===== src/rtl/sync_fifo_param_if.sv =====
// Producer/consumer-side bundle of the parametrised synchronous FIFO.
// The master modport belongs to the block driving requests; the slave modport belongs to the FIFO itself.
interface sync_fifo_param_if #(
  parameter int DATA_W = 8,
  parameter int DEPTH  = 16
);
  localparam int CNT_W = $clog2(DEPTH) + 1;

  logic              wr;
  logic              rd;
  logic [DATA_W-1:0] data_in;
  logic [DATA_W-1:0] data_out;
  logic              full;
  logic              empty;
  logic              almost_full;
  logic              almost_empty;
  logic [CNT_W-1:0]  count;
  logic              overflow;
  logic              underflow;

  modport master (
    output wr, rd, data_in,
    input  data_out, full, empty, almost_full, almost_empty, count, overflow, underflow
  );

  modport slave (
    input  wr, rd, data_in,
    output data_out, full, empty, almost_full, almost_empty, count, overflow, underflow
  );
endinterface


===== src/rtl/sync_fifo_param.sv =====
// Parametrised single-clock FIFO with a registered read port, an occupancy count and sticky error flags.
// Requests are accepted against the registered full/empty flags, so simultaneous read and write is always well defined.
module sync_fifo_param #(
  parameter int DATA_W   = 8,
  parameter int DEPTH    = 16,
  parameter int AF_LEVEL = DEPTH - 2,
  parameter int AE_LEVEL = 2
) (
  input logic             clk,
  input logic             rst,
  sync_fifo_param_if.slave bus
);
  localparam int PTR_W = $clog2(DEPTH);
  localparam int CNT_W = PTR_W + 1;

  logic [DATA_W-1:0] mem_q [DEPTH];
  logic [PTR_W-1:0]  wptr_q, wptr_d;
  logic [PTR_W-1:0]  rptr_q, rptr_d;
  logic [CNT_W-1:0]  count_q, count_d;
  logic [DATA_W-1:0] dout_q, dout_d;
  logic              ovf_q, ovf_d;
  logic              udf_q, udf_d;
  logic              full, empty;
  logic              wr_acc, rd_acc;

  assign full   = (count_q == CNT_W'(DEPTH));
  assign empty  = (count_q == '0);
  assign wr_acc = bus.wr & ~full;
  assign rd_acc = bus.rd & ~empty;

  // NOTE: every signal gets its default first so no path through this block leaves one unassigned and infers a latch.
  always_comb begin
    wptr_d  = wptr_q;
    rptr_d  = rptr_q;
    count_d = count_q;
    dout_d  = dout_q;
    ovf_d   = ovf_q | (bus.wr & full);
    udf_d   = udf_q | (bus.rd & empty);
    if (wr_acc) wptr_d = wptr_q + PTR_W'(1);
    if (rd_acc) begin
      rptr_d = rptr_q + PTR_W'(1);
      dout_d = mem_q[rptr_q];
    end
    unique case ({wr_acc, rd_acc})
      2'b10:   count_d = count_q + CNT_W'(1);
      2'b01:   count_d = count_q - CNT_W'(1);
      default: count_d = count_q;
    endcase
  end

  // NOTE: sequential state uses non-blocking assignments so every register samples pre-edge values.
  always_ff @(posedge clk) begin
    if (rst) begin
      wptr_q  <= '0;
      rptr_q  <= '0;
      count_q <= '0;
      dout_q  <= '0;
      ovf_q   <= 1'b0;
      udf_q   <= 1'b0;
    end else begin
      wptr_q  <= wptr_d;
      rptr_q  <= rptr_d;
      count_q <= count_d;
      dout_q  <= dout_d;
      ovf_q   <= ovf_d;
      udf_q   <= udf_d;
    end
  end

  // NOTE: the storage array has no reset; its contents are unreadable until written, so clearing it would only cost logic.
  always_ff @(posedge clk) begin
    if (!rst && wr_acc) mem_q[wptr_q] <= bus.data_in;
  end

  assign bus.data_out     = dout_q;
  assign bus.count        = count_q;
  assign bus.full         = full;
  assign bus.empty        = empty;
  assign bus.almost_full  = (count_q >= CNT_W'(AF_LEVEL));
  assign bus.almost_empty = (count_q <= CNT_W'(AE_LEVEL));
  assign bus.overflow     = ovf_q;
  assign bus.underflow    = udf_q;
endmodule


===== src/flat_wrapper.sv =====
// flat-port wrapper written by rule: the top's interface ports become plain ports
module sync_fifo_param_flat 
#(
  parameter int DATA_W   = 8,
  parameter int DEPTH    = 16,
  parameter int AF_LEVEL = DEPTH - 2,
  parameter int AE_LEVEL = 2
)
  (clk, rst, bus_wr, bus_rd, bus_data_in, bus_data_out, bus_full, bus_empty, bus_almost_full, bus_almost_empty, bus_count, bus_overflow, bus_underflow);
  sync_fifo_param_if #(.DATA_W(DATA_W), .DEPTH(DEPTH)) bus_i ();
  input logic clk;
  input logic rst;
  input wire logic [$bits(bus_i.wr)-1:0] bus_wr;
  input wire logic [$bits(bus_i.rd)-1:0] bus_rd;
  input wire logic [$bits(bus_i.data_in)-1:0] bus_data_in;
  output wire logic [$bits(bus_i.data_out)-1:0] bus_data_out;
  output wire logic [$bits(bus_i.full)-1:0] bus_full;
  output wire logic [$bits(bus_i.empty)-1:0] bus_empty;
  output wire logic [$bits(bus_i.almost_full)-1:0] bus_almost_full;
  output wire logic [$bits(bus_i.almost_empty)-1:0] bus_almost_empty;
  output wire logic [$bits(bus_i.count)-1:0] bus_count;
  output wire logic [$bits(bus_i.overflow)-1:0] bus_overflow;
  output wire logic [$bits(bus_i.underflow)-1:0] bus_underflow;
  assign bus_i.wr = bus_wr;
  assign bus_i.rd = bus_rd;
  assign bus_i.data_in = bus_data_in;
  assign bus_data_out = bus_i.data_out;
  assign bus_full = bus_i.full;
  assign bus_empty = bus_i.empty;
  assign bus_almost_full = bus_i.almost_full;
  assign bus_almost_empty = bus_i.almost_empty;
  assign bus_count = bus_i.count;
  assign bus_overflow = bus_i.overflow;
  assign bus_underflow = bus_i.underflow;
  sync_fifo_param #(.DATA_W(DATA_W), .DEPTH(DEPTH), .AF_LEVEL(AF_LEVEL), .AE_LEVEL(AE_LEVEL)) u_core (.clk(clk), .rst(rst), .bus(bus_i));
endmodule

===== config.mk =====
export PLATFORM = sky130hd
export DESIGN_NAME = sync_fifo_param_flat
export DESIGN_NICKNAME = d
export VERILOG_FILES = /design/src/rtl/sync_fifo_param_if.sv /design/src/rtl/sync_fifo_param.sv /design/src/flat_wrapper.sv
export SDC_FILE = /design/constraint.sdc
export NUM_CORES = 1
export LEC_CHECK = 0
export CORE_ASPECT_RATIO = 0.9
export CORE_UTILIZATION = 54
export DETAILED_ROUTE_END_ITERATION = 10
export PLACE_DENSITY = 0.74
export SLEW_MARGIN = 20
export SYNTH_ARGS = -nofsm -noshare
export SYNTH_HDL_FRONTEND = slang
export SYNTH_SLANG_ARGS = --single-unit

===== constraint.sdc =====
create_clock -name clk -period 2.71 [get_ports clk]
set_input_delay 0.4065 -clock clk [delete_from_list [all_inputs] [get_ports clk]]
set_output_delay 0.4065 -clock clk [all_outputs]
set_load 0.01 [all_outputs]

==> results of run 1 <==
## power by group
part / internal (mW) / switching, mW
logic: 0.768 / 0.702
clock network: 1.38 / 0.975
registers: 2.65 / 0.131
## logic make-up (layout without fill, tap and decap cells)
| kind of cell | count (synthesis) | in the layout | share of synthesized area [%] |
|---|---|---|---|
| AO/OA/AOI/OAI | 30 | 30 | 3.80 |
| XOR/XNOR | 7 | 7 | 1.00 |
| adder cells (fa/ha/maj) | 8 | 8 | 1.63 |
| buffers and inverters | 28 | 100 | 2.33 |
| flip-flops | 151 | 151 | 70.3 |
| multiplexers | 52 | 52 | 15.1 |
| AND/OR/NAND/NOR | 70 | 70 | 5.90 |
## metrics by stage
step / utilization (%) / std cells / power [mW] / area (µm²)
after floorplan: - / 346 / 3.66 / 6150
after global placement: 61.8 / 537 / 4.16 / 6760
after detailed placement: 61.8 / 537 / 4.21 / 6760
after CTS: 67.4 / 569 / 6.60 / 7370
after global routing: 67.6 / 570 / 6.88 / 7390
final: 67.6 / 570 / 6.60 / 7390
## cells in the mapped netlist (3+ instances only)
library cell / n / area [µm²]
sky130_fd_sc_hd__nand2_1: 11 / 41.3
sky130_fd_sc_hd__ha_1: 8 / 100
sky130_fd_sc_hd__o221ai_1: 8 / 70.1
sky130_fd_sc_hd__inv_1: 5 / 18.8
sky130_fd_sc_hd__nand3b_1: 8 / 60.1
sky130_fd_sc_hd__xnor2_1: 3 / 26.3
sky130_fd_sc_hd__clkbuf_1: 7 / 26.3
sky130_fd_sc_hd__nand3_1: 3 / 15.0
sky130_fd_sc_hd__nor2_1: 28 / 105
sky130_fd_sc_hd__xor2_1: 4 / 35.0
sky130_fd_sc_hd__mux4_2: 32 / 721
sky130_fd_sc_hd__a21oi_1: 5 / 25.0
sky130_fd_sc_hd__buf_2: 9 / 45.0
sky130_fd_sc_hd__buf_4: 3 / 22.5
sky130_fd_sc_hd__nor3_1: 6 / 30.0
sky130_fd_sc_hd__mux2i_1: 18 / 180
sky130_fd_sc_hd__edfxtp_1: 128 / 3840
sky130_fd_sc_hd__dfxtp_1: 23 / 460
## sequential cells by signal (all words and copies together) (netlist names)
register              count
u_core.bus.count          5
u_core.bus.data_out       8
u_core.bus.overflow       1
u_core.bus.underflow      1
u_core.mem_q            128
u_core.rptr_q             4
u_core.wptr_q             4
## worst max-delay path: cells and delay by family (launching register included)
kind,cells,cell delay [ps]
DFF,1,330
muxes,1,320
xor gates and xnor gates,1,160
adders and majority gates,2,390
and+or+nand+nor,2,650
buffers and inverters,1,70
AOI/OAI and AO/OA,3,580
## worst max path at each step
stage	startpoint	end
detailed placement	bus_wr	u_core.bus.count[4]$_SDFFE_PP0P_
CTS	u_core.bus.count[2]$_SDFFE_PP0P_	u_core.bus.count[4]$_SDFFE_PP0P_
global placement	bus_wr	u_core.bus.count[4]$_SDFFE_PP0P_
finish	u_core.bus.count[3]$_SDFFE_PP0P_	u_core.bus.count[4]$_SDFFE_PP0P_
global route	u_core.bus.count[3]$_SDFFE_PP0P_	u_core.bus.count[4]$_SDFFE_PP0P_
floorplan	u_core.bus.count[2]$_SDFFE_PP0P_	u_core.bus.count[4]$_SDFFE_PP0P_
## layout make-up
cell class	instances	area share, %
clock buffers	17	5.75
clock inverters	15	2.25
inverters	6	0.305
multi-input cells	167	23.4
flip-flops and latches	151	58.2
well taps	152	2.57
repair buffers	62	7.48
## layer usage
metal	global-route usage, %	up-vias	share of wire (%)
met2	39.1	152	51
met5	0	-	0
met3	7.11	22	6.5
met4	11.6	0	2.3
li1	-	1493	-
met1	30.2	1705	40
## repair_timing
item,4_1_cts,5_1_grt
endpoints found under the setup margin,1,1
buffers inserted,0,1
cloned,0,0
resized for setup,3,2
pin swaps,0,3
==> flow_summary.html, run 1 <==
<table>
<tr><th>Metric</th><th>Value</th></tr>
<tr><th colspan="2">Power and ir drop</th></tr>
<tr><td>Power Dens Cells</td><td>893 mW/mm²</td></tr>
<tr><td>Max IR drop VDD</td><td>0.675 mV</td></tr>
<tr><td>Leakage power total</td><td>2.43 nW</td></tr>
<tr><th colspan="2">Synthesis</th></tr>
<tr><td>Most instantiated flip-flop cell in the synthesis netlist</td><td>sky130_fd_sc_hd__edfxtp_1</td></tr>
<tr><td>Post-Synthesis Cell Area</td><td>0.00613 mm²</td></tr>
<tr><td>Count of flip-flops with a built-in enable after synthesis</td><td>128</td></tr>
<tr><td>Synth async-reset ratio</td><td>0%</td></tr>
<tr><td>Distinct cells, synth</td><td>44</td></tr>
<tr><td>Number of synthesis warnings</td><td>0</td></tr>
<tr><td>Proportion of synthesized chip area in sequential cells</td><td>70.3%</td></tr>
<tr><td>Mean Syn Cell Area</td><td>17.7 µm²</td></tr>
<tr><td>Cells after Synth</td><td>346</td></tr>
<tr><td>Seq cells post-synth</td><td>151</td></tr>
<tr><td>Syn Nets</td><td>366</td></tr>
<tr><th colspan="2">Critical path</th></tr>
<tr><td>Critical-path cell with the highest stage delay</td><td>sky130_fd_sc_hd__or4_4</td></tr>
<tr><td>Stage delay of the slowest cell on the critical path</td><td>580 ps</td></tr>
<tr><td>Ordered list of cells on the worst path</td><td>or4_4 -&gt; o21ai_4 -&gt; inv_2 -&gt; ha_4 -&gt; xor2_2 -&gt; ha_2 -&gt; nand2_1 -&gt; a31oi_1 -&gt; a221oi_2 -&gt; mux2_4</td></tr>
<tr><td>Category of the worst setup path launch point</td><td>flop</td></tr>
<tr><td>Type of the worst setup path</td><td>reg -&gt; reg</td></tr>
<tr><td>R2r startpoint</td><td>u_core.bus.count[3]$_SDFFE_PP0P_</td></tr>
<tr><td>R2r endpoint</td><td>u_core.bus.count[4]$_SDFFE_PP0P_</td></tr>
<tr><td>Element type at the critical path end</td><td>flop</td></tr>
<tr><td>Reg2Reg Depth</td><td>10</td></tr>
<tr><td>Worst reg-to-reg setup slack</td><td>90 ps</td></tr>
<tr><td>Crit path DAT</td><td>2930 ps</td></tr>
<tr><td>Data required time of the critical path</td><td>3020 ps</td></tr>
<tr><td>Largest fanout on the critical path</td><td>5</td></tr>
<tr><th colspan="2">STA</th></tr>
<tr><td>Fmax achieved</td><td>382 MHz</td></tr>
<tr><td>Part of the cycle the worst path needs</td><td>96.6%</td></tr>
<tr><td>Summed negative setup slack over all endpoints</td><td>0 ps</td></tr>
<tr><td>Final worst path period need</td><td>2620 ps</td></tr>
<tr><td>Number of setup violations in the final report</td><td>0</td></tr>
<tr><td>Pin slew with the least headroom to its limit</td><td>583 ps</td></tr>
<tr><td>Final number of hold-violating endpoints</td><td>0</td></tr>
<tr><td>Worst-case clock skew</td><td>6.62 ps</td></tr>
<tr><td>Worst slack on hold paths</td><td>469 ps</td></tr>
<tr><td>Fin. max-slew vios</td><td>0</td></tr>
<tr><td>Unrepaired setup endpoints after global routing</td><td>no</td></tr>
<tr><td>Slew headroom</td><td>60.9%</td></tr>
<tr><td>Worst path setup slack after routing</td><td>91.8 ps</td></tr>
<tr><th colspan="2">Run</th></tr>
<tr><td>Max Cap Viol</td><td>0</td></tr>
<tr><th colspan="2">Clock network</th></tr>
<tr><td>Sink Count</td><td>151</td></tr>
<tr><td>Clock tree from TritonCTS</td><td>done</td></tr>
<tr><td>Clock transition at the register clock pins on the worst setup and hold paths after CTS</td><td>60 ps</td></tr>
<tr><td>H-Tree Depth</td><td>4</td></tr>
<tr><td>Clk root buf</td><td>sky130_fd_sc_hd__clkbuf_16</td></tr>
<tr><td>Latest clock arrival within the worst-skew pair</td><td>420 ps</td></tr>
<tr><td>Number of buffers inserted during clock tree synthesis</td><td>17</td></tr>
<tr><td>Count of hold-fix buffers inserted at cts</td><td>0</td></tr>
<tr><td>Buffer levels on the longest clock path</td><td>2</td></tr>
<tr><th colspan="2">Floorplanning</th></tr>
<tr><td>Total core area</td><td>0.0109 mm²</td></tr>
<tr><td>Die height</td><td>103 µm</td></tr>
<tr><td>Initial cell density of the core</td><td>56.0%</td></tr>
<tr><td>Die W</td><td>114 µm</td></tr>
<tr><td>Total I/O pin count</td><td>31</td></tr>
<tr><td>Number of rows in the core area</td><td>36</td></tr>
<tr><td>Die outline area</td><td>0.0118 mm²</td></tr>
<tr><th colspan="2">Layout</th></tr>
<tr><td>Final net count</td><td>425</td></tr>
<tr><td>Area occupied by multi-input gates</td><td>0.00173 mm²</td></tr>
<tr><td>Storage cell area</td><td>0.00431 mm²</td></tr>
<tr><td>Layout cells sized above 1</td><td>27.0%</td></tr>
<tr><td>Leading cell types in the layout, fill and taps excluded</td><td>128 x sky130_fd_sc_hd__edfxtp_1, 32 x sky130_fd_sc_hd__mux4_2, 31 x sky130_fd_sc_hd__buf_4</td></tr>
<tr><td>Most common cell after layout, fill and taps aside</td><td>sky130_fd_sc_hd__edfxtp_1</td></tr>
<tr><td>Signed area change from the synthesized netlist to the final layout</td><td>20.7%</td></tr>
<tr><td>Number of antenna cells inserted</td><td>0</td></tr>
<tr><td>Fill count</td><td>710</td></tr>
<tr><th colspan="2">Route</th></tr>
<tr><td>Total vias in the final route</td><td>3372</td></tr>
<tr><td>Via-per-instance ratio</td><td>5.92</td></tr>
<tr><td>Drt initial violations</td><td>356</td></tr>
<tr><td>Post-DR wirelength/cell</td><td>22.2 µm</td></tr>
<tr><td>Sum of routed wire length over all layers</td><td>12700 µm</td></tr>
<tr><td>Detailed-route DRC error count</td><td>0</td></tr>
<tr><td>Number of nets with antenna violations after routing</td><td>0</td></tr>
<tr><td>First-pass DRT Iterations</td><td>5</td></tr>
<tr><th colspan="2">Hold path</th></tr>
<tr><td>Min-Delay Endpoint</td><td>u_core.bus.underflow$_SDFF_PP0_</td></tr>
<tr><td>Worst min-delay path category</td><td>reg -&gt; reg</td></tr>
<tr><td>Hold path startpoint</td><td>u_core.bus.underflow$_SDFF_PP0_</td></tr>
<tr><td>Cell depth of the worst hold path</td><td>2</td></tr>
<tr><th colspan="2">Placed design</th></tr>
<tr><td>Post-detail-place hpwl</td><td>7480 µm</td></tr>
<tr><td>Final weighted congestion in routability-driven placement</td><td>0.865</td></tr>
<tr><td>Buffers on Ports</td><td>30</td></tr>
<tr><td>Worst Setup Slack post-DPL</td><td>-46.2 ps</td></tr>
<tr><th colspan="2">GRT</th></tr>
<tr><td>Initial antenna violation count</td><td>0</td></tr>
<tr><td>Vias in the first global route</td><td>3427</td></tr>
<tr><td>Pin count of the biggest net entering global routing</td><td>35</td></tr>
<tr><td>First-pass GRT wire length</td><td>19400 µm</td></tr>
<tr><td>Final global-route overflow total</td><td>0</td></tr>
<tr><td>Global-route total usage across every layer</td><td>24.1%</td></tr>
<tr><th colspan="2">Outcome</th></tr>
<tr><td>Result of the run</td><td>finished clean</td></tr>
</table>
(Power assumes the default switching activity.)
==> inputs of run 2 (changes only) <==
--- a/config.mk
+++ b/config.mk
@@ -6,9 +6,12 @@
 export NUM_CORES = 1
 export LEC_CHECK = 0
 export CORE_ASPECT_RATIO = 0.9
+export CORE_MARGIN = 3
 export CORE_UTILIZATION = 54
+export CTS_CLUSTER_DIAMETER = 50
 export DETAILED_ROUTE_END_ITERATION = 10
 export PLACE_DENSITY = 0.74
+export SKIP_CTS_REPAIR_TIMING = 1
 export SLEW_MARGIN = 20
 export SYNTH_ARGS = -nofsm -noshare
 export SYNTH_HDL_FRONTEND = slang
==> run 2 against run 1 <==
  * Sequential cell count is the same
  * Core utilization increased by 0.56 points
  * Die area grew 7.5%
  * Sequential power is essentially flat
  * Clock power grew 14%
  * Count of clock-buffer cells in the layout is 2 higher
  * Non-clock buffer count down 1
  * Largest cell class unchanged
  * Setup slack got worse by 7.2 ps
==> flow_summary.html, run 2 (same netlist as run 1, synthesis figures left out) <==
<table>
<tr><th>Metric</th><th>Value</th></tr>
<tr><th colspan="2">Floorplanning</th></tr>
<tr><td>Initial cell density of the core</td><td>56.0% (unchanged)</td></tr>
<tr><td>Die height</td><td>107 µm (+3.9%)</td></tr>
<tr><td>Total I/O pin count</td><td>31 (unchanged)</td></tr>
<tr><td>Total core area</td><td>0.0109 mm² (unchanged)</td></tr>
<tr><td>Die W</td><td>118 µm (+3.5%)</td></tr>
<tr><td>Number of rows in the core area</td><td>36 (unchanged)</td></tr>
<tr><td>Die outline area</td><td>0.0127 mm² (+7.5%)</td></tr>
<tr><th colspan="2">Clock network</th></tr>
<tr><td>Buffer levels on the longest clock path</td><td>2 (unchanged)</td></tr>
<tr><td>Latest clock arrival within the worst-skew pair</td><td>420 ps (about the same)</td></tr>
<tr><td>Clock transition at the register clock pins on the worst setup and hold paths after CTS</td><td>60 ps (about the same)</td></tr>
<tr><td>Clock tree from TritonCTS</td><td>done</td></tr>
<tr><td>Number of buffers inserted during clock tree synthesis</td><td>17 (unchanged)</td></tr>
<tr><td>Sink Count</td><td>151 (unchanged)</td></tr>
<tr><td>H-Tree Depth</td><td>4 (unchanged)</td></tr>
<tr><td>Clk root buf</td><td>sky130_fd_sc_hd__clkbuf_16</td></tr>
<tr><th colspan="2">STA</th></tr>
<tr><td>Pin slew with the least headroom to its limit</td><td>541 ps (-42.1 ps)</td></tr>
<tr><td>Part of the cycle the worst path needs</td><td>96.9% (+0.27 points)</td></tr>
<tr><td>Worst path setup slack after routing</td><td>84.6 ps (-7.20 ps)</td></tr>
<tr><td>Fin. max-slew vios</td><td>0 (unchanged)</td></tr>
<tr><td>Final worst path period need</td><td>2630 ps (+7.20 ps)</td></tr>
<tr><td>Summed negative setup slack over all endpoints</td><td>0 ps (unchanged)</td></tr>
<tr><td>Worst-case clock skew</td><td>12.2 ps (+5.54 ps)</td></tr>
<tr><td>Final number of hold-violating endpoints</td><td>0 (unchanged)</td></tr>
<tr><td>Number of setup violations in the final report</td><td>0 (unchanged)</td></tr>
<tr><td>Slew headroom</td><td>63.8% (+2.9 points)</td></tr>
<tr><td>Worst slack on hold paths</td><td>474 ps (+5.39 ps)</td></tr>
<tr><td>Fmax achieved</td><td>381 MHz (-0.27%)</td></tr>
<tr><th colspan="2">GRT</th></tr>
<tr><td>First-pass GRT wire length</td><td>18700 µm (-3.3%)</td></tr>
<tr><td>Vias in the first global route</td><td>3298 (-3.8%)</td></tr>
<tr><td>Final global-route overflow total</td><td>0 (unchanged)</td></tr>
<tr><td>Initial antenna violation count</td><td>0 (unchanged)</td></tr>
<tr><td>Pin count of the biggest net entering global routing</td><td>36 (+2.9%)</td></tr>
<tr><td>Global-route total usage across every layer</td><td>20.3% (-3.8 points)</td></tr>
<tr><th colspan="2">Route</th></tr>
<tr><td>Post-DR wirelength/cell</td><td>21.2 µm (-4.4%)</td></tr>
<tr><td>Total vias in the final route</td><td>3367 (-0.15%)</td></tr>
<tr><td>Number of nets with antenna violations after routing</td><td>0 (unchanged)</td></tr>
<tr><td>First-pass DRT Iterations</td><td>4 (-1)</td></tr>
<tr><td>Sum of routed wire length over all layers</td><td>12100 µm (-4.5%)</td></tr>
<tr><td>Via-per-instance ratio</td><td>5.92 (about the same)</td></tr>
<tr><td>Drt initial violations</td><td>364 (+2.2%)</td></tr>
<tr><td>Detailed-route DRC error count</td><td>0 (unchanged)</td></tr>
<tr><th colspan="2">Layout</th></tr>
<tr><td>Fill count</td><td>708 (-0.28%)</td></tr>
<tr><td>Reg with most FFs</td><td>u_core.mem_q</td></tr>
<tr><td>Final Instance Area</td><td>0.00746 mm² (+0.83%)</td></tr>
<tr><td>Leading cell types in the layout, fill and taps excluded</td><td>128 x sky130_fd_sc_hd__edfxtp_1, 32 x sky130_fd_sc_hd__mux4_2, 30 x sky130_fd_sc_hd__clkdlybuf4s50_1, 30 x sky130_fd_sc_hd__buf_4, 28 x sky130_fd_sc_hd__nor2_1</td></tr>
<tr><td>Final net count</td><td>424 (-0.24%)</td></tr>
<tr><td>Most common cell after layout, fill and taps aside</td><td>sky130_fd_sc_hd__edfxtp_1</td></tr>
<tr><td>Signed area change from the synthesized netlist to the final layout</td><td>21.7%</td></tr>
<tr><td>Largest register FFs</td><td>128 (unchanged)</td></tr>
<tr><td>Final core area utilization</td><td>68.1% (+0.56 points)</td></tr>
<tr><td>Layout cells sized above 1</td><td>26.1% (-0.89 points)</td></tr>
<tr><td>Number of antenna cells inserted</td><td>0 (unchanged)</td></tr>
<tr><td>Final cell count without fillers</td><td>569 (-0.18%)</td></tr>
<tr><th colspan="2">Placed design</th></tr>
<tr><td>Final weighted congestion in routability-driven placement</td><td>0.831 (-3.9%)</td></tr>
<tr><td>Buffers on Ports</td><td>30 (unchanged)</td></tr>
<tr><td>Dpl cells</td><td>535 (-0.37%)</td></tr>
<tr><td>Placed instance area</td><td>0.00675 mm² (-0.22%)</td></tr>
<tr><td>Post-detail-place hpwl</td><td>7360 µm (-1.6%)</td></tr>
<tr><td>Worst Setup Slack post-DPL</td><td>58.1 ps (+104 ps)</td></tr>
<tr><th colspan="2">Power and ir drop</th></tr>
<tr><td>Power Dens Cells</td><td>924 mW/mm² (+3.5%)</td></tr>
<tr><td>Tot Pwr</td><td>6.89 mW (+4.4%)</td></tr>
<tr><td>Max IR drop VDD</td><td>0.864 mV (+28%)</td></tr>
<tr><td>Leakage power total</td><td>2.46 nW (+1.5%)</td></tr>
<tr><th colspan="2">Critical path</th></tr>
<tr><td>Data required time of the critical path</td><td>3020 ps (about the same)</td></tr>
<tr><td>Category of the worst setup path launch point</td><td>flop</td></tr>
<tr><td>Crit path DAT</td><td>2930 ps (about the same)</td></tr>
<tr><td>Number of buffers and inverters on the critical path</td><td>1 (unchanged)</td></tr>
<tr><td>Stage delay of the slowest cell on the critical path</td><td>570 ps (about the same)</td></tr>
<tr><td>Top cell family by delay on the critical path</td><td>simple AND/OR/NAND/NOR gates</td></tr>
<tr><td>Element type at the critical path end</td><td>flop</td></tr>
<tr><td>Largest fanout on the critical path</td><td>5 (unchanged)</td></tr>
<tr><td>Type of the worst setup path</td><td>reg -&gt; reg</td></tr>
<tr><td>Ordered list of cells on the worst path</td><td>or4_4 -&gt; o21ai_4 -&gt; inv_2 -&gt; ha_4 -&gt; xor2_1 -&gt; ha_2 -&gt; nand2_1 -&gt; a31oi_1 -&gt; a221oi_1 -&gt; mux2_2</td></tr>
<tr><td>Critical-path cell with the highest stage delay</td><td>sky130_fd_sc_hd__or4_4</td></tr>
<tr><th colspan="2">Outcome</th></tr>
<tr><td>Result of the run</td><td>finished clean</td></tr>
<tr><th colspan="2">Hold path</th></tr>
<tr><td>Worst min-delay path category</td><td>reg -&gt; reg</td></tr>
<tr><th colspan="2">Run</th></tr>
<tr><td>Max Cap Viol</td><td>0 (unchanged)</td></tr>
</table>
[run 2: layer usage]
metal / track usage, % / up-vias / part of all wire (%) / routed length (µm)
met2: 33.0 / 127 / 50 / 6000
met3: 6.01 / 20 / 5.1 / 619
li1: - / 1495 / - / -
met5: 0 / - / 0 / 0
met1: 26.9 / 1725 / 43 / 5260
met4: 5.94 / 0 / 1.8 / 212
[run 2: final cells by class]
type                    count  area (µm²)  share of cell area (%)
flip-flops and latches    151        4310                    57.8
inverters                   6        22.5                   0.302
well taps                 152         190                    2.55
clock inverters            13         243                    3.26
repair buffers             61         546                    7.32
clock buffers              19         433                    5.81
multi-input cells         167        1710                    23.0
[run 2: worst reg2reg max path, cell delays in order (launching register included)]
cell                       delay [ps]
sky130_fd_sc_hd__dfxtp_2          340
sky130_fd_sc_hd__or4_4            570
sky130_fd_sc_hd__o21ai_4          150
sky130_fd_sc_hd__inv_2             90
sky130_fd_sc_hd__ha_4             190
sky130_fd_sc_hd__xor2_1           150
sky130_fd_sc_hd__ha_2             210
sky130_fd_sc_hd__nand2_1           70
sky130_fd_sc_hd__a31oi_1           80
sky130_fd_sc_hd__a221oi_1         310
sky130_fd_sc_hd__mux2_2           370
[run 2: worst paths after layout]
path / startpoint / to / slack, ps / depth (start not counted)
max: u_core.bus.count[1]$_SDFFE_PP0P_ / u_core.bus.count[4]$_SDFFE_PP0P_ / 80 / 10
min: u_core.bus.overflow$_SDFF_PP0_ / u_core.bus.overflow$_SDFF_PP0_ / 470 / 2
max reg2reg: u_core.bus.count[1]$_SDFFE_PP0P_ / u_core.bus.count[4]$_SDFFE_PP0P_ / 80 / 10
min reg2reg: u_core.bus.overflow$_SDFF_PP0_ / u_core.bus.overflow$_SDFF_PP0_ / 470 / 2
[run 2: where the power goes]
part           internal, mW  switching, mW  leakage, nW
logic                 0.760          0.711        0.792
clock network          1.74          0.922        0.330
registers              2.65          0.106         1.34
total                  5.15           1.74         2.46
==> inputs of run 3 (changes only) <==
--- a/config.mk
+++ b/config.mk
@@ -12,7 +12,7 @@
 export DETAILED_ROUTE_END_ITERATION = 10
 export PLACE_DENSITY = 0.74
 export SKIP_CTS_REPAIR_TIMING = 1
-export SLEW_MARGIN = 20
+export SLEW_MARGIN = 10
 export SYNTH_ARGS = -nofsm -noshare
 export SYNTH_HDL_FRONTEND = slang
 export SYNTH_SLANG_ARGS = --single-unit
==> results of run 3 <==
Same layout as run 2: the final DEF is identical, and so are final timing and power.
